===== config.mk =====
export PLATFORM = sky130hd
export DESIGN_NAME = deadlock_idx0_monitor
export DESIGN_NICKNAME = d
export VERILOG_FILES = /design/src/rtl/deadlock_idx0_monitor.sv
export SDC_FILE = /design/constraint.sdc
export NUM_CORES = 1
export LEC_CHECK = 0
export CORE_AREA = 2 2 39 41
export CTS_CLUSTER_DIAMETER = 40
export DETAILED_ROUTE_END_ITERATION = 6
export DIE_AREA = 0 0 41 43
export GPL_ROUTABILITY_DRIVEN = 0
export PLACE_DENSITY = 0.65
export SYNTH_ARGS = -nofsm -noshare
export SYNTH_HDL_FRONTEND = slang
export SYNTH_SLANG_ARGS = --single-unit

===== constraint.sdc =====
create_clock -name clock -period 1.8 [get_ports clock]
set_clock_uncertainty 0.15 [all_clocks]
set_input_delay 0.27 -clock clock [delete_from_list [all_inputs] [get_ports clock]]
set_output_delay 0.27 -clock clock [all_outputs]
set_load 0.02 [all_outputs]

===== src/rtl/deadlock_idx0_monitor.sv =====
// Deadlock detector for the top-level dataflow region: raises block when the same
// non-empty set of stalled AXIS ports / blocked child instances persists for BLOCK_THRESHOLD cycles.
module deadlock_idx0_monitor #(
  parameter int NUM_AXIS        = 2,
  parameter int NUM_INST        = 1,
  parameter int BLOCK_THRESHOLD = 64
) (
  input  logic                clock,
  input  logic                reset,
  input  logic [NUM_AXIS-1:0] axis_block_sigs,
  input  logic [NUM_INST-1:0] inst_idle_sigs,
  input  logic [NUM_INST-1:0] inst_block_sigs,
  output logic                block
);

  localparam int VW = NUM_AXIS + NUM_INST;
  localparam int CW = $clog2(BLOCK_THRESHOLD + 1);
  localparam logic [CW-1:0] THR   = CW'(BLOCK_THRESHOLD);
  localparam logic [CW-1:0] ONE_C = CW'(1);

  logic [VW-1:0] r_prev_vec;
  logic [CW-1:0] r_cnt;
  logic          r_block;

  logic [VW-1:0] w_cur_vec;
  logic [CW-1:0] w_cnt_next;
  logic          w_block_next;

  // An idle child cannot be part of a deadlock, whatever its block bit says.
  assign w_cur_vec = {inst_block_sigs & ~inst_idle_sigs, axis_block_sigs};

  always_comb begin
    w_cnt_next   = '0;
    w_block_next = 1'b0;
    if (w_cur_vec == '0) begin
      w_cnt_next   = '0;
      w_block_next = 1'b0;
    end else if (w_cur_vec != r_prev_vec) begin
      // A new or changed stall pattern counts as progress: restart at one sample.
      w_cnt_next   = ONE_C;
      w_block_next = (THR <= ONE_C);
    end else begin
      // Saturate at the threshold so a long-lived deadlock never wraps the count.
      w_cnt_next   = (r_cnt >= THR) ? THR : r_cnt + ONE_C;
      w_block_next = (w_cnt_next >= THR);
    end
  end

  always_ff @(posedge clock) begin
    if (!reset) begin
      r_prev_vec <= '0;
      r_cnt      <= '0;
      r_block    <= 1'b0;
    end else begin
      r_prev_vec <= w_cur_vec;
      r_cnt      <= w_cnt_next;
      r_block    <= w_block_next;
    end
  end

  assign block = r_block;

endmodule


==> reports/metrics.csv <==
stage,metric,value,unit
outcome,status,finished clean,
die,die_x,41,um
cells_and_area,drive_gt1_frac,0.164,
die,coreArea,1380,um2
cells_and_area,nets,64,
clocking,cts_tree,done,
detailed_routing,wl,753,um
die,die_h,43,um
critical_path,cp.arrival,1.10,ns
critical_path,crit_type,flop to output pin,
critical_path,critical_path_buf_inv_count,1,
timing,fin_ws,0.279,ns
timing,period_share,0.845,
worst_hold_path,hold_end,r_cnt[5],
detailed_routing,ant_nets,0,
worst_hold_path,hold_class,flop to flop,
synth,synth-warning-count,0,
die,die-area,1760,um2
timing,slew_headroom,0.672,
synth,syn_area,449,um2
timing,report.final.hold_viol_count,0,
grt,grt_max_degree,9,
detailed_routing,vias_per_cell,4.83,
power,power_leakage,0.207,nW
detailed_routing,met3WireLength,32,um
detailed_routing,top_layer_used,met4,
timing,rsz0062_at_grt,false,
grt,gr-usage-all-layers,0.117,
timing,period_needed,1.52,ns
die,start_util,0.325,
synth,netlist_instances,44,
cells_and_area,mostFrequentLayoutCells,"dfxtp_1, xnor2_1, clkdlybuf4s50_1, and2_1",
power,vdd_drop_max,0.000269,V
cells_and_area,area_growth,27.3,%
clocking,numCtsBuffers,3,
synth,yosysUniqueCellTypes,18,
clocking,clkTransAtPathRegs,0.07,ns
place,dpl.hpwl,576,um
detailed_routing,dr.pass1.iters,3,
clocking,clockBufferDepth,2,
detailed_routing,dr_wl_met2,354,um
synth,synth_area_leader_cell,dfxtp_1,
critical_path,timing.rr.start,r_cnt[0],
clocking,htree_levels,1,
critical_path,worstPathCellList,dlygate4sd2_1,
grt,grt_pass1_vias,329,
cells_and_area,layout_commonest_cell,dfxtp_1,
detailed_routing,drt_iter0_markers,3,
synth,synth_fp_nets,52,
synth,yosysSeqAreaShare,0.446,
synth,synth_top_area_frac,0.446,
clocking,cts_num_sinks,10,
critical_path,r2r-end,r_cnt[5],
timing,tightest_slew,0.491,ns
clocking,cts_root_buf,clkbuf_4,
detailed_routing,m1WireLength,361,um
critical_path,cp_max_fo,8,
power,powerDensity,830,nW/um2
synth,yosys-top-cells-area,"dfxtp_1, xnor2_1, and2_1",
critical_path,cp_slowest_cell,dfxtp_1,
synth,syn-mean-instance-area,10.2,um2
grt,grt_overflow_total,0,
die,num_io_pins,7,
worst_hold_path,holdPathStages,2,
worst_hold_path,min_from,r_cnt[5],
timing,setup_viol,0,
detailed_routing,vias,343,
detailed_routing,drc,0,
job,drv_cap,0,
clocking,clk_latency,0.26,ns
place,place.port_buffers,6,
timing,timing.hold.ws,0.378,ns
die,rows,14,
timing,fmax,657,MHz
grt,grt_pass1_wl,1.35,mm
critical_path,cp-end-kind,output pin,
critical_path,rrSetupSlack,0.37,ns
critical_path,cp_data_required_time,1.38,ns
grt,antenna_found_initial,0,
detailed_routing,routedWlPerCell,10.6,um
timing,finalMaxSlewViolations,0,
critical_path,max_stage_delay,0.47,ns
clocking,post-cts-setup-buffer-count,0,
place,place_ws,-0.00931,ns
cells_and_area,diodes,0,
critical_path,critPathLaunchType,flop,
synth,synth_seq_cells,10,
critical_path,cp_top_family,flip-flops,
critical_path,rr_worst_depth,3,
-- through the flow --
stage | setup TNS (ns) | power (mW) | cells | utilization | area [um2]
after CTS | 0 | 0.485 | 71 | 0.413 | 572
after global routing | 0 | 0.505 | 71 | 0.413 | 572
final | 0 | 0.475 | 71 | 0.413 | 572
after floorplan | 0 | 0.262 | 44 | - | 449
after global placement | 0 | 0.282 | 67 | 0.388 | 537
after detailed placement | -0.0135 | 0.282 | 67 | 0.388 | 537
-- state kept, by name, summed over array words and instances (netlist names) --
register	count
r_cnt	7
r_prev_vec	3
-- area by class of cell --
cell class,count,area (um2)
clock buffer,4,36.3
fill,149,812
inverter,2,7.51
multi-input combinational,32,241
sequential,10,200
tap,16,20.0
timing repair buffer,7,66.3
-- worst max-delay path by stage --
stage | from | endpoint | slack (ns) | cells after the start
after floorplan | r_cnt[2] | r_cnt[5] | 0.46 | 3
after global routing | inst_block_sigs | r_cnt[2] | 0.09 | 4
final | r_cnt[6] | block | 0.28 | 1
after CTS | inst_idle_sigs | r_cnt[6] | 0.25 | 4
after detailed placement | inst_idle_sigs | r_cnt[6] | -0.009 | 4
after global placement | inst_idle_sigs | r_cnt[6] | 0.01 | 4
-- power breakdown --
part	internal (mW)	leakage, nW	switching [mW]
sequential	0.227	0.0816	0.00505
clock	0.123	0.0210	0.0754
combinational	0.0257	0.105	0.0189
total	0.375	0.207	0.0994
-- tightest hold or removal path, cell delays in order, from the launching register on --
cell and delay (ns):
dfxtp_1 0.32, o21ai_0 0.09, a2111oi_2 0.07
-- cell usage after synthesis (all sizes together) --
library cell,n
nor4,3
a31oi,2
nand2,1
xnor2,5
inv,2
nand3,2
o21ai,2
and2b,1
a2111oi,1
ha,2
or2,2
or3,1
nor4b,2
and2,4
dfxtp,10
and3,1
o2111ai,1
xor2,2
-- timing repair --
action | in CTS | in global routing
resized for setup | 1 | 0
endpoints found under the hold margin | 0 | 0
endpoints found under the setup margin | 1 | 0
hold buffers | 0 | 0
-- metal layers --
metal | up-vias | track usage
li1 | 178 | -
met1 | 156 | 0.143
met2 | 7 | 0.159
met3 | 2 | 0.0314
met4 | 0 | 0.100
met5 | - | 0
-- logic make-up after synthesis --
logic type | count (synthesis) | synth area share
buffers and inverters | 2 | 0.0167
xor gates and xnor gates | 7 | 0.136
and+or+nand+nor | 17 | 0.242
adders and majority gates | 2 | 0.0557
DFF | 10 | 0.446
AOI/OAI and AO/OA | 6 | 0.103
No activity file was read; power rests on OpenSTA's default activity.
